### config.mk
export PLATFORM = sky130hd
export DESIGN_NAME = exec_fsm_flat
export DESIGN_NICKNAME = d
export VERILOG_FILES = /design/src/rtl/cpu_ctrl_pkg.sv /design/src/rtl/exec_fsm_if.sv /design/src/rtl/mfc_timer.sv /design/src/rtl/exec_fsm.sv /design/src/flat_wrapper.sv
export SDC_FILE = /design/constraint.sdc
export NUM_CORES = 1
export LEC_CHECK = 0
export ABC_CLOCK_PERIOD_IN_PS = 2100
export CAP_MARGIN = 20
export CORE_MARGIN = 3
export CORE_UTILIZATION = 55
export DETAILED_ROUTE_END_ITERATION = 16
export DONT_BUFFER_PORTS = 1
export PLACE_DENSITY = 0.7
export SYNTH_ARGS = -nofsm -noshare
export SYNTH_HDL_FRONTEND = slang
export SYNTH_SLANG_ARGS = --single-unit
### constraint.sdc
create_clock -name clk -period 2.1 [get_ports clk]
set_input_delay 0.42 -clock clk [delete_from_list [all_inputs] [get_ports clk]]
set_output_delay 0.42 -clock clk [all_outputs]
set_load 0.01 [all_outputs]
### src/rtl/cpu_ctrl_pkg.sv
// Shared definitions for the CPU fetch/execute controllers.
// Covers opcodes, ALU encodings, IR field positions and the controller state encoding.
package cpu_ctrl_pkg;

  localparam int unsigned IR_W     = 16;
  localparam int unsigned OPC_W    = 4;
  localparam int unsigned REG_W    = 4;
  localparam int unsigned TIMER_W  = 8;
  localparam int unsigned OPC_LSB  = 12;
  localparam int unsigned RD_LSB   = 8;
  localparam int unsigned RS_LSB   = 4;
  localparam int unsigned ADDR_LSB = 0;

  localparam logic [OPC_W-1:0] OP_NOP   = 4'h0;
  localparam logic [OPC_W-1:0] OP_LOAD  = 4'h1;
  localparam logic [OPC_W-1:0] OP_STORE = 4'h2;
  localparam logic [OPC_W-1:0] OP_ADD   = 4'h3;
  localparam logic [OPC_W-1:0] OP_SUB   = 4'h4;
  localparam logic [OPC_W-1:0] OP_AND   = 4'h5;
  localparam logic [OPC_W-1:0] OP_OR    = 4'h6;
  localparam logic [OPC_W-1:0] OP_LDI   = 4'h7;
  localparam logic [OPC_W-1:0] OP_JMP   = 4'h8;

  typedef enum logic [1:0] {
    ALU_ADD = 2'b00,
    ALU_SUB = 2'b01,
    ALU_AND = 2'b10,
    ALU_OR  = 2'b11
  } alu_op_e;

  typedef enum logic [3:0] {
    ST_IDLE, ST_DECODE, ST_MEM_ADDR, ST_MEM_WAIT, ST_LD_XFER, ST_ST_DATA,
    ST_ALU_A, ST_ALU_B, ST_ALU_WB, ST_LDI, ST_JUMP, ST_DONE
  } ctrl_state_e;

  // ALU opcodes 3..6 map directly onto the 2-bit ALU function code.
  function automatic alu_op_e alu_op_of(input logic [OPC_W-1:0] opc);
    return alu_op_e'(2'(opc - OP_ADD));
  endfunction

endpackage

### src/rtl/exec_fsm_if.sv
// Execute-controller bus: fetch handshake, IR and memory ack in; datapath strobes out.
interface exec_fsm_if;
  import cpu_ctrl_pkg::*;

  logic             start;
  logic [IR_W-1:0]  ir;
  logic             mfc;
  logic             ir_addr_out;
  logic             mar_en;
  logic             mbr_in_en;
  logic             mbr_out_en;
  logic             rw;
  logic             enable;
  logic [REG_W-1:0] reg_sel;
  logic             reg_out;
  logic             reg_in;
  logic             alu_a_en;
  logic [1:0]       alu_op;
  logic             alu_res_out;
  logic             pc_in;
  logic             done;
  logic             err;

  modport master (
    input  start, ir, mfc,
    output ir_addr_out, mar_en, mbr_in_en, mbr_out_en, rw, enable, reg_sel,
           reg_out, reg_in, alu_a_en, alu_op, alu_res_out, pc_in, done, err
  );

  modport slave (
    output start, ir, mfc,
    input  ir_addr_out, mar_en, mbr_in_en, mbr_out_en, rw, enable, reg_sel,
           reg_out, reg_in, alu_a_en, alu_op, alu_res_out, pc_in, done, err
  );

endinterface

### src/rtl/mfc_timer.sv
// Memory-wait watchdog: counts stalled MEM_WAIT cycles and flags when TIMEOUT is reached.
module mfc_timer
  import cpu_ctrl_pkg::*;
#(
  parameter int unsigned TIMEOUT = 15
) (
  input  logic clk,
  input  logic rst_n,
  input  logic clr_i,
  input  logic inc_i,
  output logic expired_o
);

  logic [TIMER_W-1:0] cnt_q, cnt_d;

  always_comb begin
    cnt_d = cnt_q;
    if (clr_i) begin
      cnt_d = '0;
    end else if (inc_i) begin
      cnt_d = cnt_q + TIMER_W'(1);
    end
  end

  always_ff @(posedge clk or negedge rst_n) begin
    if (!rst_n) begin
      cnt_q <= '0;
    end else begin
      cnt_q <= cnt_d;
    end
  end

  assign expired_o = (cnt_q == TIMER_W'(TIMEOUT));

endmodule

### src/rtl/exec_fsm.sv
// Instruction execute controller: decodes the latched IR and sequences Moore datapath strobes.
// Strobes decode only from state and latched IR, so an async reset clears them at once.
module exec_fsm
  import cpu_ctrl_pkg::*;
#(
  parameter int unsigned MFC_TIMEOUT = 15
) (
  input  logic       clk,
  input  logic       reset,
  exec_fsm_if.master bus
);

  ctrl_state_e      state_q, state_d;
  logic [IR_W-1:0]  ir_q, ir_d;
  logic             err_q, err_d;
  logic             tmr_clr, tmr_inc, tmr_expired;
  logic [OPC_W-1:0] opc;
  logic [REG_W-1:0] rd, rs;
  logic             unused_ir_lo;

  assign opc          = ir_q[OPC_LSB +: OPC_W];
  assign rd           = ir_q[RD_LSB +: REG_W];
  assign rs           = ir_q[RS_LSB +: REG_W];
  assign unused_ir_lo = ^ir_q[ADDR_LSB +: 4];

  mfc_timer #(.TIMEOUT(MFC_TIMEOUT)) u_mfc_timer (
    .clk       (clk),
    .rst_n     (reset),
    .clr_i     (tmr_clr),
    .inc_i     (tmr_inc),
    .expired_o (tmr_expired)
  );

  always_ff @(posedge clk or negedge reset) begin
    if (!reset) begin
      state_q <= ST_IDLE;
      ir_q    <= '0;
      err_q   <= 1'b0;
    end else begin
      state_q <= state_d;
      ir_q    <= ir_d;
      err_q   <= err_d;
    end
  end

  always_comb begin
    state_d         = state_q;
    ir_d            = ir_q;
    err_d           = err_q;
    tmr_clr         = 1'b1;
    tmr_inc         = 1'b0;
    bus.ir_addr_out = 1'b0;
    bus.mar_en      = 1'b0;
    bus.mbr_in_en   = 1'b0;
    bus.mbr_out_en  = 1'b0;
    bus.rw          = 1'b0;
    bus.enable      = 1'b0;
    bus.reg_sel     = '0;
    bus.reg_out     = 1'b0;
    bus.reg_in      = 1'b0;
    bus.alu_a_en    = 1'b0;
    bus.alu_op      = 2'b00;
    bus.alu_res_out = 1'b0;
    bus.pc_in       = 1'b0;
    bus.done        = 1'b0;
    bus.err         = 1'b0;

    case (state_q)
      ST_IDLE: begin
        if (bus.start) begin
          ir_d    = bus.ir;
          err_d   = 1'b0;
          state_d = ST_DECODE;
        end
      end
      ST_DECODE: begin
        case (opc)
          OP_NOP:                         state_d = ST_DONE;
          OP_LOAD:                        state_d = ST_MEM_ADDR;
          OP_STORE:                       state_d = ST_ST_DATA;
          OP_ADD, OP_SUB, OP_AND, OP_OR:  state_d = ST_ALU_A;
          OP_LDI:                         state_d = ST_LDI;
          OP_JMP:                         state_d = ST_JUMP;
          default: begin
            err_d   = 1'b1;
            state_d = ST_DONE;
          end
        endcase
      end
      ST_MEM_ADDR: begin
        bus.ir_addr_out = 1'b1;
        bus.mar_en      = 1'b1;
        state_d         = ST_MEM_WAIT;
      end
      // mfc takes priority over an expiring timer on the same cycle.
      ST_MEM_WAIT: begin
        bus.enable = 1'b1;
        bus.rw     = (opc == OP_LOAD);
        tmr_clr    = 1'b0;
        if (bus.mfc) begin
          state_d = (opc == OP_LOAD) ? ST_LD_XFER : ST_DONE;
        end else if (tmr_expired) begin
          err_d   = 1'b1;
          state_d = ST_DONE;
        end else begin
          tmr_inc = 1'b1;
        end
      end
      ST_LD_XFER: begin
        bus.mbr_out_en = 1'b1;
        bus.reg_in     = 1'b1;
        bus.reg_sel    = rd;
        state_d        = ST_DONE;
      end
      ST_ST_DATA: begin
        bus.reg_out   = 1'b1;
        bus.reg_sel   = rd;
        bus.mbr_in_en = 1'b1;
        state_d       = ST_MEM_ADDR;
      end
      ST_ALU_A: begin
        bus.reg_out  = 1'b1;
        bus.reg_sel  = rd;
        bus.alu_a_en = 1'b1;
        state_d      = ST_ALU_B;
      end
      ST_ALU_B: begin
        bus.reg_out = 1'b1;
        bus.reg_sel = rs;
        bus.alu_op  = alu_op_of(opc);
        state_d     = ST_ALU_WB;
      end
      ST_ALU_WB: begin
        bus.alu_res_out = 1'b1;
        bus.reg_in      = 1'b1;
        bus.reg_sel     = rd;
        bus.alu_op      = alu_op_of(opc);
        state_d         = ST_DONE;
      end
      ST_LDI: begin
        bus.ir_addr_out = 1'b1;
        bus.reg_in      = 1'b1;
        bus.reg_sel     = rd;
        state_d         = ST_DONE;
      end
      ST_JUMP: begin
        bus.ir_addr_out = 1'b1;
        bus.pc_in       = 1'b1;
        state_d         = ST_DONE;
      end
      ST_DONE: begin
        bus.done = 1'b1;
        bus.err  = err_q;
        state_d  = ST_IDLE;
      end
      default: state_d = ST_IDLE;
    endcase
  end

endmodule

### src/flat_wrapper.sv
// flat-port wrapper written by rule: the top's interface ports become plain ports
module exec_fsm_flat import cpu_ctrl_pkg::*;
#(
  parameter int unsigned MFC_TIMEOUT = 15
)
  (clk, reset, bus_start, bus_ir, bus_mfc, bus_ir_addr_out, bus_mar_en, bus_mbr_in_en, bus_mbr_out_en, bus_rw, bus_enable, bus_reg_sel, bus_reg_out, bus_reg_in, bus_alu_a_en, bus_alu_op, bus_alu_res_out, bus_pc_in, bus_done, bus_err);
  exec_fsm_if bus_i ();
  input  logic clk;
  input  logic reset;
  input wire logic [$bits(bus_i.start)-1:0] bus_start;
  input wire logic [$bits(bus_i.ir)-1:0] bus_ir;
  input wire logic [$bits(bus_i.mfc)-1:0] bus_mfc;
  output wire logic [$bits(bus_i.ir_addr_out)-1:0] bus_ir_addr_out;
  output wire logic [$bits(bus_i.mar_en)-1:0] bus_mar_en;
  output wire logic [$bits(bus_i.mbr_in_en)-1:0] bus_mbr_in_en;
  output wire logic [$bits(bus_i.mbr_out_en)-1:0] bus_mbr_out_en;
  output wire logic [$bits(bus_i.rw)-1:0] bus_rw;
  output wire logic [$bits(bus_i.enable)-1:0] bus_enable;
  output wire logic [$bits(bus_i.reg_sel)-1:0] bus_reg_sel;
  output wire logic [$bits(bus_i.reg_out)-1:0] bus_reg_out;
  output wire logic [$bits(bus_i.reg_in)-1:0] bus_reg_in;
  output wire logic [$bits(bus_i.alu_a_en)-1:0] bus_alu_a_en;
  output wire logic [$bits(bus_i.alu_op)-1:0] bus_alu_op;
  output wire logic [$bits(bus_i.alu_res_out)-1:0] bus_alu_res_out;
  output wire logic [$bits(bus_i.pc_in)-1:0] bus_pc_in;
  output wire logic [$bits(bus_i.done)-1:0] bus_done;
  output wire logic [$bits(bus_i.err)-1:0] bus_err;
  assign bus_i.start = bus_start;
  assign bus_i.ir = bus_ir;
  assign bus_i.mfc = bus_mfc;
  assign bus_ir_addr_out = bus_i.ir_addr_out;
  assign bus_mar_en = bus_i.mar_en;
  assign bus_mbr_in_en = bus_i.mbr_in_en;
  assign bus_mbr_out_en = bus_i.mbr_out_en;
  assign bus_rw = bus_i.rw;
  assign bus_enable = bus_i.enable;
  assign bus_reg_sel = bus_i.reg_sel;
  assign bus_reg_out = bus_i.reg_out;
  assign bus_reg_in = bus_i.reg_in;
  assign bus_alu_a_en = bus_i.alu_a_en;
  assign bus_alu_op = bus_i.alu_op;
  assign bus_alu_res_out = bus_i.alu_res_out;
  assign bus_pc_in = bus_i.pc_in;
  assign bus_done = bus_i.done;
  assign bus_err = bus_i.err;
  exec_fsm #(.MFC_TIMEOUT(MFC_TIMEOUT)) u_core (.clk(clk), .reset(reset), .bus(bus_i));
endmodule
# After elaboration in Yosys (flattened, before gate mapping)
# Index checks and enable logic that the tools add are counted.
totals:
  output_inout_bits: 19
  ff_bits: 29
op_classes:
  n_mux: 31
  n_addsub: 2
  reduce_logical: 14
  eq_ne: 26
ops:
  columns: ["cell", "count"]
  rows:
  - ["$eq A4 B3 Y1 const B", 8]
  - ["$pmux W4 S8", 1]
  - ["$eq A4 B4 Y1 const B", 5]
  - ["$mux W1", 20]
  - ["$pmux W4 S5", 1]
  - ["$eq A4 B2 Y1 const B", 4]
  - ["$mux W4", 4]
  - ["$mux W8", 2]
  - ["$reduce_or A3 Y1", 3]
  - ["$reduce_or A9 Y1", 1]
  - ["$add A8 B1 Y8 const B", 1]
  - ["$eq A4 B1 Y1 const B", 2]
  - ["$eq A8 B4 Y1 const B", 1]
  - ["$logic_not A4 Y1", 2]
  - ["$pmux W4 S2", 1]
  - ["$reduce_or A4 Y1", 2]
  - ["$ne A2 B2 Y1 const B", 3]
  - ["$reduce_and A5 Y1", 1]
  - ["$reduce_or A5 Y1", 1]
  - ["$ne A2 B1 Y1 const B", 2]
  - ["$reduce_and A2 Y1", 2]
  - ["$ne A3 B2 Y1 const B", 1]
  - ["$pmux W1 S3", 1]
  - ["$reduce_bool A3 Y1", 1]
  - ["other kinds (3)", 3]

# Depth between registers and ports, before layout
# Gate-level depths: netlist (run 1).
logic_depth:
  depth_word: 6
  depth_mapped: 7
  mapped_depth_nobuf: 6

# Cells and area by module
# Synthesis (run 1) repeated with hierarchy kept, for this count alone.
unflattened:
  hier_cells: 164
  hier_area_um2: 1660.3
by_module_without_submodules:
  columns: ["module", "instances", "seq_area_each_um2", "area_per_inst_um2", "cells_each"]
  rows:
  - ["exec_fsm", 1, 425.4, 1266.2, 125]
  - ["mfc_timer", 1, 200.2, 394.1, 39]

# Worst setup path after synthesis (run 1)
# Ideal clock, no wire load.
synth_path:
  path_kind: "register to output"
  from: "reg u_core.state_q[2]"
  to: "out bus_alu_op[1]"
  setup_slack_ns: 0.275
  path_stages_with_launch: 6
  arrival_ns: 1.405
  required_ns: 1.680
  cell_sequence: "dfrtp_1 -> buf_2 -> nand2b_1 -> nor3_1 -> nor2_1 -> nor2b_1"
synth_via:
  elab_chain_cells: 3
  word_cells_on_any_way: 4
  cone_classes: "eq/ne: 2; mux: 1; reduce/logical: 1"
synth_rtl:
  columns: ["element", "line", "source"]
  rows:
  - ["from (decl)", "exec_fsm.sv:13", "ctrl_state_e state_q, state_d;"]
  - ["from (signal assigned)", "exec_fsm.sv:40", "state_q <= state_d;"]
  - ["$eq A4 B3 Y1 / $eq A4 B4 Y1 (equally long branches)", "exec_fsm.sv:68", "case (state_q)"]
  - ["$reduce_or A2 Y1 (no line) *", null, null]
  - ["$mux W2 *", null, null]
  - ["to (decl)", "flat_wrapper.sv:23", "output wire logic [$bits(bus_i.alu_op)-1:0] bus_alu_op;"]
# Every way passes the cells marked *; elsewhere a longest branch is shown, timed or not.

# Worst setup path in the final report (run 1)
layout_path:
  from: "reg u_core.state_q[3]"
  to: "out bus_reg_sel[1]"
layout_via:
  elab_chain_cells: 3
  word_cells_on_any_way: 8
  cone_classes: "eq/ne: 6; mux: 1; reduce/logical: 1"
layout_rtl:
  columns: ["element", "line", "source"]
  rows:
  - ["$eq A4 B3 Y1 / $eq A4 B4 Y1 (equally long branches)", "exec_fsm.sv:68", null]
  - ["$reduce_or A5 Y1 (no line)", null, null]
  - ["$pmux W4 S2 *", "exec_fsm.sv:68", null]
  - ["to (decl)", "flat_wrapper.sv:19", "output wire logic [$bits(bus_i.reg_sel)-1:0] bus_reg_sel;"]
# Marked as above.

==> results.ini, run 1 <==
[floorplanning]
start_util = 0.600
dieArea_um2 = 3500
die-width_um = 59.2
placementRows = 18
die_height_um = 59.2
boundaryPins = 39
coreArea_um2 = 2590

[synth]
synth_top_area_frac = 0.402
synth_enable_flop_cells = 0
avgSynthCellArea_um2 = 9.91
synth_top_family_by_area = simple AND/OR/NAND/NOR gates
synth-seq-cells = 25
ys.flop_type = dfrtp_1
synth_fp_nets = 182
yosysMostFrequentCell = dfrtp_1
synth_xor_area_frac = 0.0338
ys_types = 45
synth_area_leader_cell = dfrtp_1
yosysWarningCount = 0
synth_compound_area_frac = 0.175
async_flop_share = 1.00
yosys.area_share.simple = 0.219
yosysSeqAreaShare = 0.402
synth_adder_area_share = 0.0402
ys_top_cells_by_area = dfrtp_1, mux2_2, nor2_1
synthMuxAreaShare = 0.0957
synthCells = 157
ys_top_cells_by_count = dfrtp_1, nor2_1, mux2_2
syn_area_um2 = 1560

[global_route]
grt_use_total = 0.192
grt.busiest_layer = met2
grt_max_degree = 26
met1_usage = 0.268
use_met2 = 0.289
grt_pass1_vias = 1121
use_met3 = 0.0675
grt_pass1_wl_um = 5110
gr-total-overflow = 0
grt_antenna_before_repair = 0

[clock_network]
cts_max_level = 1
numCtsBuffers = 3
cts_sinks = 25
cts_root_buf = clkbuf_4
clk_latency_ns = 0.33
cts_tree = done
path_clk_slew_ns = 0.15
clockBufferDepth = 2

[setup_path]
reg2reg_depth = 6
r2r-end = u_core.state_q[3]$_DFFE_PN0P_
crit_path_max_fanout = 8
slowest_stage = dfrtp_1
crit_required_ns = 1.68
crit_chain = buf_4 > or3b_4 > nand2_4 > a22o_1
path_class = flip-flop to primary output
cp_slowest_stage_delay_ns = 0.46
r2r_start = u_core.ir_q[12]$_DFFE_PN0P_
regToRegSetupSlack_ns = 0.36
cp-end-kind = primary output
worst_setup_path_start_kind = flip-flop
cp.arrival_ns = 1.67

[hold_path]
hold_depth = 1
min_to = u_core.ir_q[13]$_DFFE_PN0P_
hold_start = bus_ir[13]
hold_class = input port to flip-flop

[routing]
via_per_inst = 6.21
vias = 1204
drt_iter0_drc = 63
drc = 0
wl_per_cell_um = 17.4
antenna_left = 0
drt_pre_antenna_iters = 5
wl_um = 3370

[run]
maxCapViolations = 0

[cells_and_area]
instances_no_fill = 194
drive_gt1_frac = 0.293
fill_cells = 198
diodes = 0
nets = 190
syn2layout_area_growth_pct = 12.6
fin_area_um2 = 1750

[pwr]
total_power_mw = 2.31
max-vdd-ir-drop_mv = 1.14
cellLeakagePower_nw = 0.730
pwr_density_cell_nw_per_um2 = 1320

[place]
routabilityCongestion = 0.897
placed_cell_area_um2 = 1590
portBuffers = 0
dp_hpwl_um = 2410
dp.cells = 184

[sta]
skew_ns = 0.00335
relSlewSlack = 0.652
finalSetupViolations = 0
fmax_mhz = 479
post-route-period-util = 0.995
slew_viol_final = 0
min_period_ns = 2.09
worstMarginPinSlew_ns = 0.519
hold_viol_final = 0
rsz0062_at_grt = yes
holdWs_ns = 0.226

[outcome]
status = completed

per-layer routing:
| metal | wire length [um] | vias to the layer above |
|---|---|---|
| met5 | 0 | - |
| met2 | 1530 | 55 |
| met3 | 307 | 4 |
| met1 | 1500 | 567 |
| li1 | - | 578 |
| met4 | 35 | 0 |
layout make-up:
type / instances / area, um2 / share of cell area
Clock buffer: 3 / 22.5 / 0.0129
Clock inverter: 1 / 8.76 / 0.00500
Inverter: 3 / 11.3 / 0.00643
Multi-Input combinational cell: 121 / 932 / 0.532
Sequential cell: 25 / 629 / 0.359
Tap cell: 30 / 37.5 / 0.0214
Timing Repair Buffer: 11 / 110 / 0.0629
critical path, delay by kind of cell, from the launching register on:
| family | cells | cell delay, ns |
|---|---|---|
| DFF | 1 | 0.46 |
| AOI/OAI and AO/OA | 1 | 0.19 |
| buffers and inverters | 1 | 0.19 |
| and+or+nand+nor | 2 | 0.50 |
sequential cells by signal, summed over array words and instances, names as in the netlist:
signal                    cells
u_core.ir_q                  12
u_core.err_q                  1
u_core.state_q                4
u_core.u_mfc_timer.cnt_q      8
power by group:
| part | internal [mW] | switching (mW) |
|---|---|---|
| Sequential | 0.653 | 0.190 |
| Combinational | 0.555 | 0.669 |
| Clock | 0.0777 | 0.161 |
metrics by stage:
| stage | setup slack [ns] | TNS (ns) | utilization |
|---|---|---|---|
| 2_1_floorplan | 0.275 | 0 | - |
| 3_3_place_gp | 0.216 | 0 | 0.613 |
| 3_5_place_dp | 0.183 | 0 | 0.613 |
| 4_1_cts | 0.000683 | 0 | 0.641 |
| 5_1_grt | -0.0384 | -0.113 | 0.676 |
| 6_report | 0.0114 | 0 | 0.676 |
logic make-up after synthesis:
kind of cell             Yosys count
AO/OA/AOI/OAI                     35
XOR/XNOR                           6
adder cells (fa/ha/maj)            5
buffers and inverters             11
flip-flops                        25
multiplexers                      13
AND/OR/NAND/NOR                   62
repair_timing:
| action | CTS | global route |
|---|---|---|
| gates resized for setup | 6 | 10 |
| buffers inserted | 0 | 4 |
| hold endpoints to repair | 25 | 0 |
| pin swaps | 0 | 1 |
| hold buffers | 2 | 0 |
| endpoints found under the setup margin | 7 | 7 |
placed cells by master, fill, tap and decap left out, types with 2 or more instances in the layout:
| master | instances |
|---|---|
| inv_1 | 2 |
| a211oi_1 | 4 |
| a21oi_1 | 7 |
| nand2b_1 | 5 |
| dfrtp_1 | 22 |
| nor3_1 | 6 |
| o21ai_0 | 8 |
| and2_1 | 2 |
| xnor2_1 | 5 |
| buf_4 | 8 |
| nand3b_1 | 2 |
| nand2_1 | 5 |
| ha_1 | 5 |
| nor3b_1 | 2 |
| mux2_2 | 11 |
| a22o_4 | 3 |
| nand3_1 | 2 |
| dfrtp_2 | 3 |
| buf_12 | 2 |
| and3_1 | 2 |
| a22o_1 | 2 |
| clkbuf_4 | 3 |
| nor2_1 | 21 |
worst max-delay path by stage:
| stage | from | to | slack, ns | cells after the start |
|---|---|---|---|---|
| global placement | u_core.state_q[2]$_DFFE_PN0P_ | bus_alu_op[1] | 0.22 | 4 |
| finish | u_core.state_q[3]$_DFFE_PN0P_ | bus_reg_sel[1] | 0.01 | 4 |
| global route | u_core.state_q[3]$_DFFE_PN0P_ | bus_reg_sel[1] | -0.04 | 4 |
| floorplan | u_core.state_q[2]$_DFFE_PN0P_ | bus_alu_op[1] | 0.28 | 5 |
| CTS | u_core.state_q[0]$_DFFE_PN0P_ | bus_rw | 0.0007 | 4 |
| detailed placement | u_core.state_q[2]$_DFFE_PN0P_ | bus_alu_op[1] | 0.18 | 4 |
No activity file was read; power rests on OpenSTA's default activity.
==> run 2, diff against run 1 <==
CORE_MARGIN = 2   (was 3)
==> run 2 against run 1 <==
Compared with the run above:
- sequential power is 0.6% lower
- clock power down 5%
- global-route usage increased by 2.3 points
- via count is 3.7% higher
- sequential share of layout area grew 0.28 points
- die area shrank 6.6%
- count of clock-buffer cells in the layout unchanged
- design area decreased by 0.57%
- worst setup slack gained 0.091 ns
==> results.ini, run 2 (synthesis results as in run 1) <==
[outcome]
status = completed  ; unchanged

[sta]
hold_viol_final = 0  ; unchanged
slew_viol_final = 0  ; unchanged
fin_setup_tns_ns = 0  ; unchanged
finalSetupViolations = 0  ; unchanged
finalWorstSetupSlack_ns = 0.102  ; was 0.0114 ns
fmax_mhz = 501  ; was 479 MHz
skew_ns = 0.00556  ; was 0.00335 ns
relSlewSlack = 0.670  ; was 0.652
holdWs_ns = 0.227  ; was 0.226 ns
rsz0062_at_grt = no  ; was yes
min_period_ns = 2.00  ; was 2.09 ns
worstMarginPinSlew_ns = 0.491  ; was 0.519 ns
post-route-period-util = 0.951  ; was 0.995

[floorplanning]
boundaryPins = 39  ; unchanged
start_util = 0.574  ; was 0.600
die-width_um = 57.2  ; was 59.2 um
coreArea_um2 = 2710  ; was 2590 um2
die_height_um = 57.2  ; was 59.2 um
placementRows = 19  ; was 18
dieArea_um2 = 3270  ; was 3500 um2

[routing]
drt_pre_antenna_iters = 4  ; was 5
vias = 1248  ; was 1204
drc = 0  ; unchanged
wl_um = 3470  ; was 3370 um
antenna_left = 0  ; unchanged
via_per_inst = 6.24  ; was 6.21
drt_iter0_drc = 62  ; was 63
wl_per_cell_um = 17.3  ; was 17.4 um

[place]
pre_cts_ws_ns = 0.238  ; was 0.183 ns
routabilityCongestion = 0.863  ; was 0.897
dp.cells = 183  ; was 184
dp_hpwl_um = 2430  ; was 2410 um
placed_cell_area_um2 = 1570  ; was 1590 um2
portBuffers = 0  ; unchanged

[cells_and_area]
instances_no_fill = 200  ; was 194
diodes = 0  ; unchanged
fin_area_um2 = 1740  ; was 1750 um2
largest_reg_flops = 12  ; unchanged
top_register = u_core.ir_q  ; unchanged
syn2layout_area_growth_pct = 12.0  ; was 12.6%
final_util = 0.643  ; was 0.676
final_cell_mix = nor2_1, dfrtp_1, mux2_2, buf_4, o21ai_0  ; was dfrtp_1, nor2_1, mux2_2
nets = 195  ; was 190
drive_gt1_frac = 0.290  ; was 0.293
fill_cells = 236  ; was 198
largest_registers = u_core.ir_q x12, u_core.u_mfc_timer.cnt_q x8, u_core.state_q x4  ; unchanged

[clock_network]
numCtsBuffers = 3  ; unchanged
cts_max_level = 1  ; unchanged
clockBufferDepth = 2  ; unchanged
cts_root_buf = clkbuf_4  ; unchanged
cts_tree = done  ; unchanged
path_clk_slew_ns = 0.15  ; about the same
clk_latency_ns = 0.33  ; about the same
cts_sinks = 25  ; unchanged

[pwr]
max-vdd-ir-drop_mv = 0.904  ; was 1.14 mV
cellLeakagePower_nw = 0.726  ; was 0.730 nW
total_power_mw = 2.29  ; was 2.31 mW
pwr_density_cell_nw_per_um2 = 1310  ; was 1320 nW/um2

[setup_path]
cp.arrival_ns = 1.58  ; was 1.67 ns
cp-end-kind = primary output  ; unchanged
crit_path_max_fanout = 9  ; was 8
worst_setup_path_start_kind = flip-flop  ; unchanged
crit_required_ns = 1.68  ; about the same
path_class = flip-flop to primary output  ; unchanged

[global_route]
grt_use_total = 0.214  ; was 0.192
grt_pass1_wl_um = 5490  ; was 5110 um
grt_pass1_vias = 1173  ; was 1121
grt_antenna_before_repair = 0  ; unchanged
gr-total-overflow = 0  ; unchanged
grt_max_degree = 26  ; unchanged

[run]
maxCapViolations = 0  ; unchanged

[hold_path]
hold_class = input port to flip-flop  ; unchanged

run 2: cell types whose count changed in the layout (fill, tap and decap cells not counted), sizes merged:
cell	previous run	this run
clkinvlp	0	1
clkbuf	3	6
buf	10	12
inv	4	3
run 2: path summary, 6_finish.rpt:
| check | from | endpoint | slack (ns) | depth (start not counted) |
|---|---|---|---|---|
| max | u_core.state_q[3]$_DFFE_PN0P_ | bus_rw | 0.10 | 4 |
| min | bus_ir[14] | u_core.ir_q[14]$_DFFE_PN0P_ | 0.23 | 1 |
| max reg2reg | u_core.ir_q[13]$_DFFE_PN0P_ | u_core.state_q[3]$_DFFE_PN0P_ | 0.32 | 6 |
| min reg2reg | u_core.err_q$_DFFE_PN0P_ | u_core.err_q$_DFFE_PN0P_ | 0.53 | 1 |
| max in group asynchronous | reset | u_core.state_q[1]$_DFFE_PN0P_ | 1.45 | 2 |
| min in group asynchronous | reset | u_core.state_q[2]$_DFFE_PN0P_ | 0.49 | 2 |
run 2: timing repair:
action,4_1_cts,5_1_grt
hold endpoints to repair,25,0
pin swaps,0,1
buffers inserted,0,11
gates resized for setup,7,5
cloned,0,0
hold buffers,2,0
setup endpoints to repair,9,10
run 2: power breakdown:
group	switching (mW)	internal, mW
sequential	0.183	0.655
combinational	0.678	0.544
clock	0.154	0.0729
run 2: final cells by class:
type / instances / area [um2] / share of cell area
multi-input combinational: 121 / 903 / 0.519
tap: 31 / 38.8 / 0.0223
clock buffer: 3 / 22.5 / 0.0129
clock inverter: 1 / 7.51 / 0.00431
sequential: 25 / 631 / 0.362
timing repair buffer: 16 / 128 / 0.0733
inverter: 3 / 11.3 / 0.00647
run 2: layer usage:
layer,share of wire,GRT usage,vias up
li1,-,-,587
met1,0.43,0.286,605
met2,0.47,0.348,52
met3,0.083,0.0476,4
met4,0.0098,0.0698,0
met5,0,0,-
run 2: worst max-delay path: stages (launching register included):
cell     delay, ns
dfrtp_2       0.48
nor2_2        0.25
nand2_2       0.19
inv_1         0.12
and3_1        0.21
==> run 3, diff against run 2 <==
ABC_CLOCK_PERIOD_IN_PS = 2410   (was 2100)
CORE_MARGIN = not set   (was 2)
RECOVER_POWER = 50   (was not set)
clock period = 2.41 ns   (was 2.1 ns; I/O delays follow)
==> run 3 against run 2 <==
Compared with the run above:
- worst setup slack better by 0.043 ns
- register-to-register slack better by 0.30 ns
- sequential cell count stayed put
- count of clock-buffer cells in the layout stayed put
- clock power is 12% lower
- combinational power is 31% lower
- power is 21% lower
- final cell count is 7.0% lower
==> results.ini, run 3 (synthesis results as in run 1) <==
[outcome]
status = completed  ; unchanged

[place]
portBuffers = 0  ; unchanged
dp_hpwl_um = 2190  ; was 2430 um
routabilityCongestion = 0.904  ; was 0.863

[hold_path]
hold_class = input port to flip-flop  ; unchanged
hold_depth = 1  ; unchanged
hold_start = bus_ir[4]  ; was bus_ir[14]
min_to = u_core.ir_q[4]$_DFFE_PN0P_  ; was u_core.ir_q[14]$_DFFE_PN0P_

[cells_and_area]
drive_gt1_frac = 0.167  ; was 0.290
final_util = 0.615  ; was 0.643
largest_registers = u_core.ir_q x12, u_core.u_mfc_timer.cnt_q x8, u_core.state_q x4  ; unchanged
nets = 182  ; was 195
syn2layout_area_growth_pct = 1.45  ; was 12.0%
diodes = 0  ; unchanged
largest_reg_flops = 12  ; unchanged
top_register = u_core.ir_q  ; unchanged
final_cell_mix = dfrtp_1, nor2_1, mux2_2  ; was nor2_1, dfrtp_1, mux2_2, buf_4, o21ai_0
layout_commonest_cell = dfrtp_1

[pwr]
max-vdd-ir-drop_mv = 0.818  ; was 0.904 mV
p_sw_mw = 0.813  ; was 1.02 mW
clockPowerShare = 0.110  ; was 0.099
p_seq_frac = 0.418  ; was 0.366
cellLeakagePower_nw = 0.653  ; was 0.726 nW
comb_power_share = 0.471  ; was 0.534
p_int_mw = 0.984  ; was 1.27 mW
swShare = 0.453  ; was 0.444
pwr_density_cell_nw_per_um2 = 1140  ; was 1310 nW/um2

[floorplanning]
die-width_um = 55.2  ; was 57.2 um
placementRows = 18  ; was 19
dieArea_um2 = 3040  ; was 3270 um2
start_util = 0.606  ; was 0.574
die_height_um = 55.2  ; was 57.2 um
boundaryPins = 39  ; unchanged
coreArea_um2 = 2570  ; was 2710 um2

[routing]
wl_per_cell_um = 16.4  ; was 17.3 um
drt_pre_antenna_iters = 4  ; unchanged
via_per_inst = 6.23  ; was 6.24
antenna_left = 0  ; unchanged
drc = 0  ; unchanged
vias = 1158  ; was 1248
wl_um = 3050  ; was 3470 um
drt_iter0_drc = 23  ; was 62

[clock_network]
clk_latency_ns = 0.32  ; was 0.33 ns
cts_sinks = 25  ; unchanged
cts_root_buf = clkbuf_4  ; unchanged
numCtsBuffers = 3  ; unchanged
path_clk_slew_ns = 0.15  ; about the same
clockBufferDepth = 2  ; unchanged
cts_tree = done  ; unchanged
cts_max_level = 1  ; unchanged

[setup_path]
r2r_start = u_core.u_mfc_timer.cnt_q[0]$_DFFE_PN0P_  ; was u_core.ir_q[13]$_DFFE_PN0P_
reg2reg_depth = 5  ; was 6
cp-end-kind = primary output  ; unchanged
worst_setup_path_start_kind = flip-flop  ; unchanged
regToRegSetupSlack_ns = 0.62  ; was 0.32 ns
crit_required_ns = 1.93  ; was 1.68 ns
r2r-end = u_core.u_mfc_timer.cnt_q[1]$_DFFE_PN0P_  ; was u_core.state_q[3]$_DFFE_PN0P_
crit_path_max_fanout = 13  ; was 9
path_class = flip-flop to primary output  ; unchanged
cp.arrival_ns = 1.78  ; was 1.58 ns

[run]
maxCapViolations = 0  ; unchanged

[sta]
slew_viol_final = 0  ; unchanged
holdWs_ns = 0.293  ; was 0.227 ns
post-route-period-util = 0.940
min_period_ns = 2.26
finalSetupViolations = 0  ; unchanged
rsz0062_at_grt = no  ; unchanged
relSlewSlack = 0.103  ; was 0.670
worstMarginPinSlew_ns = 1.35  ; was 0.491 ns
fin_setup_tns_ns = 0  ; unchanged
fmax_mhz = 442
hold_viol_final = 0  ; unchanged
skew_ns = 0.00254  ; was 0.00556 ns

[global_route]
grt_pass1_wl_um = 4690  ; was 5490 um
gr-total-overflow = 0  ; unchanged
grt_antenna_before_repair = 0  ; unchanged
grt_use_total = 0.220  ; was 0.214
grt_max_degree = 26  ; unchanged
grt_pass1_vias = 1046  ; was 1173

[run 3: cell types whose count changed in the layout (fill, tap and decap cells not counted), sizes merged]
cell    before  now
clkbuf       6    4
buf         12    1
[run 3: area by class of cell]
class	count	area, um2
Fill cell	232	990
Multi-Input combinational cell	121	851
Sequential cell	25	627
Tap cell	30	37.5
Clock buffer	3	22.5
Timing Repair Buffer	3	21.3
Inverter	3	11.3
Clock inverter	1	7.51
[run 3: repair_timing]
action	CTS	global route
hold buffers	2	0
hold endpoints to repair	25	0
resized for setup	0	3
setup buffers	0	0
endpoints found under the setup margin	0	7
[run 3: worst max-delay path by stage]
| stage | start | slack, ns | endpoint |
|---|---|---|---|
| 2_1_floorplan | u_core.state_q[2]$_DFFE_PN0P_ | 0.52 | bus_alu_op[1] |
| 3_3_place_gp | u_core.state_q[3]$_DFFE_PN0P_ | 0.42 | bus_rw |
| 3_5_place_dp | u_core.state_q[3]$_DFFE_PN0P_ | 0.39 | bus_rw |
| 4_1_cts | u_core.state_q[3]$_DFFE_PN0P_ | 0.0005 | bus_rw |
| 5_1_grt | u_core.state_q[2]$_DFFE_PN0P_ | 0.01 | bus_alu_op[1] |
| 6_report | u_core.state_q[2]$_DFFE_PN0P_ | 0.15 | bus_alu_op[1] |
[run 3: power by group through the flow]
| stage | Combinational, mW | Clock, mW | Sequential (mW) |
|---|---|---|---|
| after floorplan | 0.770 | 0 | 0.657 |
| after global placement | 0.810 | 0 | 0.744 |
| after detailed placement | 0.825 | 0 | 0.756 |
| after CTS | 0.844 | 0.204 | 0.745 |
| after global routing | 0.938 | 0.222 | 0.783 |
| final | 0.847 | 0.199 | 0.752 |
[run 3: routing by layer]
layer / wire, um / share of wire / track usage / up-vias
li1: - / - / - / 564
met1: 1450 / 0.47 / 0.288 / 550
met2: 1320 / 0.43 / 0.353 / 42
met3: 252 / 0.083 / 0.0546 / 2
met4: 29 / 0.0095 / 0.0750 / 0
met5: 0 / 0 / 0 / -
[run 3: worst max-delay path: stages, from the launching register on]
cell	delay, ns
dfrtp_1	0.53
nand2b_1	0.31
nor3_1	0.28
nor2_1	0.11
nor2b_1	0.22
[run 3: per-stage QoR]
stage	std cells	instance area, um2	power (mW)	worst slack, ns
2_1_floorplan	157	1560	1.43	0.523
3_3_place_gp	180	1560	1.55	0.424
3_5_place_dp	180	1560	1.58	0.386
4_1_cts	186	1620	1.79	0.000472
5_1_grt	186	1580	1.94	0.0127
6_report	186	1580	1.80	0.145
==> variant 1 (flow settings as in run 2) <==
`RD_LSB`: 8 -> 9.
--- a/src/rtl/cpu_ctrl_pkg.sv
+++ b/src/rtl/cpu_ctrl_pkg.sv
@@ -8,5 +8,5 @@
   localparam int unsigned TIMER_W  = 8;
   localparam int unsigned OPC_LSB  = 12;
-  localparam int unsigned RD_LSB   = 8;
+  localparam int unsigned RD_LSB   = 9;
   localparam int unsigned RS_LSB   = 4;
   localparam int unsigned ADDR_LSB = 0;
Behaviour: not the same (Yosys sat finds a counterexample within 4 cycles, from zero or initial values and one cycle with reset low).
==> variant 1 against run 2 <==
- setup slack got worse by 0.029 ns
- critical path depth did not move
- final area fell by 4.7%
- die area fell by 1.7%
- global-route usage fell by 1.2 points
- sequential cell count fell by 1
- power fell by 3.7%
- synthesized area fell by 1.9%
- non-clock buffer count fell by 10
- fmax fell by 1.4%
- routed wire length fell by 7.8%
- cell count fell by 4.0%
- clock skew fell by 0.00095 ns
- largest cell class unchanged
- largest power group unchanged
==> variant 1: results (changes against run 2) <==
WHS Path Cells - 1 (unchanged)
Hold EP - u_core.ir_q[11]
First-pass GRT wire length - 5130 µm (-6.5%)
Synth Area per Inst - 9.60 µm² (-3.1%)
DP Worst Slack - 0.224 ns (-0.0146 ns)
Worst-path clk slew - 0.13 ns (-0.02 ns)
Sw Ratio - 42.9% (-1.5 points)
Final Wtd Congestion - 0.881 (+2.1%)
Sequential share of the synthesized area - 39.3% (-0.88 points)
Worst r2r dst - u_core.err_q
Pwr per Cell Area - 1330 nW/µm² (+0.98%)
Layout cells sized above 1 - 13.0% (-16 points)
Clk_lat worst skew - 0.31 ns (-0.02 ns)
Fillcell total - 229 (-3.0%)
Max Clock Skew - 0.00461 ns (-0.000950 ns)
Overall Global Routing Usage - 20.2% (-1.2 points)
Worst-margin pin slew - 0.605 ns (+0.114 ns)
Leak - 0.692 nW (-4.6%)
Reg2reg path depth - 5 (-1)
Syn Nets - 184 (+1.1%)
Crit path max-delay family - flip-flops
Min-Delay Startpoint - bus_ir[11]
DR WL/cell - 16.6 µm (-3.9%)
Drt pass-1 iters - 4 (unchanged)
CTS Buf Count - 3 (unchanged)
Hold WS - 0.228 ns (+0.00153 ns)
Reg2reg start - u_core.ir_q[12]
Status - finished, final reports clean
1st-iter DRT viols - 63 (+1.6%)
Max Fanout on Critical Path - 10 (+1)
Arr. time, crit path - 1.61 ns (+0.03 ns)
Largest net degree at the start of global routing - 25 (-3.8%)
R2r setup slk - 0.18 ns (-0.14 ns)
CTS Buffer Depth - 2 (unchanged)
Worst vdd ir - 0.871 mV (-3.7%)
Via density - 6.36 (+1.9%)
Placed cells - 186 (+1.6%)
Count of final hold-check violations - 0 (unchanged)
Async SR Flop Fraction - 100% (unchanged)
Vias - 1221 (-2.2%)
Post-synth top cells - dfrtp_1 (24), nor2_1 (21), mux2_1 (9)
Synth top area cells - dfrtp_1 (39%), mux2_1 (6.6%), nor2_1 (5.2%), ha_1 (4.1%), a21oi_1 (2.3%)
Yosys cell types - 46 (+2.2%)
Hold Path Class - in2reg
DP Area - 1560 µm² (-1.0%)
Largest regs - u_core.ir_q (11), u_core.u_mfc_timer.cnt_q (8), u_core.state_q (4)
DP Wirelength - 2350 µm (-3.4%)
[variant 1: how the worst max path moves through the flow]
stage	start	to	slack [ns]	depth (start not counted)
CTS	u_core.state_q[2]	bus_reg_sel[2]	0.06	4
finish	u_core.state_q[2]	bus_reg_sel[2]	0.07	4
detailed placement	u_core.ir_q[12]	u_core.err_q	0.22	5
global placement	u_core.ir_q[12]	u_core.err_q	0.26	5
floorplan	u_core.state_q[2]	bus_alu_op[1]	0.34	5
global route	u_core.state_q[2]	bus_alu_op[1]	0.004	4
[variant 1: what timing repair did]
action | in CTS | in global routing
endpoints found under the setup margin | 7 | 7
gates cloned | 0 | 0
endpoints found under the hold margin | 24 | 0
pin swaps | 0 | 0
buffers inserted | 0 | 0
hold buffers | 1 | 0
resized for setup | 4 | 4
[variant 1: cells by family after synthesis]
family                   count (synthesis)  synth area share (%)
multiplexers                            12                  8.77
adder cells (fa/ha/maj)                  5                  4.10
AO/OA/AOI/OAI                           38                  18.0
flip-flops                              24                  39.3
XOR/XNOR                                 5                  2.87
AND/OR/NAND/NOR                         61                  23.0
buffers and inverters                   14                  3.93
[variant 1: layout make-up]
class	count	area [µm²]	area share [%]
Inverter	6	22.5	1.36
Clock buffer	3	22.5	1.36
Multi-Input combinational cell	121	887	53.4
Sequential cell	24	604	36.4
Clock inverter	1	30.0	1.81
Timing Repair Buffer	6	55.1	3.32
Tap cell	31	38.8	2.34
[variant 1: power groups by stage]
stage          clock [mW]  sequential (mW)  combinational (mW)
6_report            0.331            0.840                1.03
5_1_grt             0.354            0.871                1.13
4_1_cts             0.337            0.829               0.998
3_5_place_dp            0            0.835               0.979
3_3_place_gp            0            0.819               0.953
2_1_floorplan           0            0.710               0.882
[variant 1: layer usage]
layer	vias up	routed length [µm]	track usage, %
met3	4	151	4.61
met4	0	47	7.14
li1	583	-	-
met5	-	0	0
met1	602	1430	25.5
met2	32	1570	33.9
==> variant 2 (settings of run 2) <==
Without the edit above. Re-encode `ctrl_state_e` (12 states) as one-hot, 12 bits wide.
--- a/src/rtl/cpu_ctrl_pkg.sv
+++ b/src/rtl/cpu_ctrl_pkg.sv
@@ -29,7 +29,7 @@
   } alu_op_e;
 
-  typedef enum logic [3:0] {
-    ST_IDLE, ST_DECODE, ST_MEM_ADDR, ST_MEM_WAIT, ST_LD_XFER, ST_ST_DATA,
-    ST_ALU_A, ST_ALU_B, ST_ALU_WB, ST_LDI, ST_JUMP, ST_DONE
+  typedef enum logic [11:0] {
+    ST_IDLE = 12'b000000000001, ST_DECODE = 12'b000000000010, ST_MEM_ADDR = 12'b000000000100, ST_MEM_WAIT = 12'b000000001000, ST_LD_XFER = 12'b000000010000, ST_ST_DATA = 12'b000000100000,
+    ST_ALU_A = 12'b000001000000, ST_ALU_B = 12'b000010000000, ST_ALU_WB = 12'b000100000000, ST_LDI = 12'b001000000000, ST_JUMP = 12'b010000000000, ST_DONE = 12'b100000000000
   } ctrl_state_e;
 
Function: no difference found for any inputs over 10 cycles, from zero or initial values and one cycle with reset low; not proved beyond that.
==> variant 2 against run 2 <==
- the run now ends with negative setup slack left
- via count up 31%
- setup slack worse by 0.45 ns
- register-to-register slack worse by 0.30 ns
- power up 17%
- global-route usage up 3.4 points
- clock skew up 0.012 ns
- routed wire length up 37%
- synthesized area up 29%
- sequential share of layout area down 3.8 points
- sequential cell count up 8
- final area up 46%
- critical endpoint is now bus_reg_sel[0]
==> variant 2: results (changes against run 2) <==
Violated checks - negative setup slack
Setup_tns - -4.62 ns (-4.62 ns)
Leak - 1.17 nW (+61%)
Yosys cell types - 55 (+22%)
Largest regs - u_core.ir_q (12), u_core.state_q (12), u_core.u_mfc_timer.cnt_q (8)
# nets final - 252 (+29%)
Crit path max-delay family - compound AO/OA/AOI/OAI gates
Fillcell total - 252 (+6.8%)
Hold WS - 0.229 ns (+0.00193 ns)
Non-clock buffer count - 42 (+26)
Clock buffers - 8 (+5)
Worst slew margin - 65.2% (-1.8 points)
Layout clock area frac - 1.91% (+0.19 points)
Count of final setup violators - 19 (+19)
Post-route insts no fill - 274 (+37%)
Overall Global Routing Usage - 24.8% (+3.4 points)
Worst setup margin - -0.348 ns (-0.450 ns)
Reg2reg path depth - 7 (+1)
First-pass GRT wire length - 7910 µm (+44%)
Min-Delay Startpoint - bus_ir[9]
Max Clock Skew - 0.0180 ns (+0.0125 ns)
DP Worst Slack - -0.0687 ns (-0.307 ns)
WL final - 4740 µm (+37%)
R2r setup slk - 0.02 ns (-0.30 ns)
Status - complete, but fails checks
## variant 2: cell types whose count changed in the layout (fill, tap and decap cells not counted), moves of 4 or more
cell     before  now
mux2_2       11    4
mux2_4        1    8
xor2_1        1    5
nor4_1        1    5
dfrtp_1      21   32
nor2_1       21   16
dfrtp_2       4    0
buf_4        11   29
buf_6         0    9
## variant 2: worst reg2reg max path: stages (launching register included)
cell     delay (ns)
dfrtp_1        0.42
buf_6          0.13
buf_12         0.13
nor4_4         0.28
nand2_2        0.13
or3_4          0.40
buf_12         0.16
mux2_4         0.30
## variant 2: cells by family after synthesis
group,Yosys count,share of synthesized area [%]
AO/OA/AOI/OAI,34,12.3
XOR/XNOR,11,4.80
flip-flops,33,41.2
adder cells (fa/ha/maj),5,3.12
AND/OR/NAND/NOR,76,23.6
buffers and inverters,18,6.23
multiplexers,13,8.73
## variant 2: where the power goes
part           total, mW  internal [mW]  switching, mW
sequential         0.994          0.804          0.190
combinational       1.34          0.753          0.583
clock              0.339          0.133          0.206
total               2.67           1.69          0.979
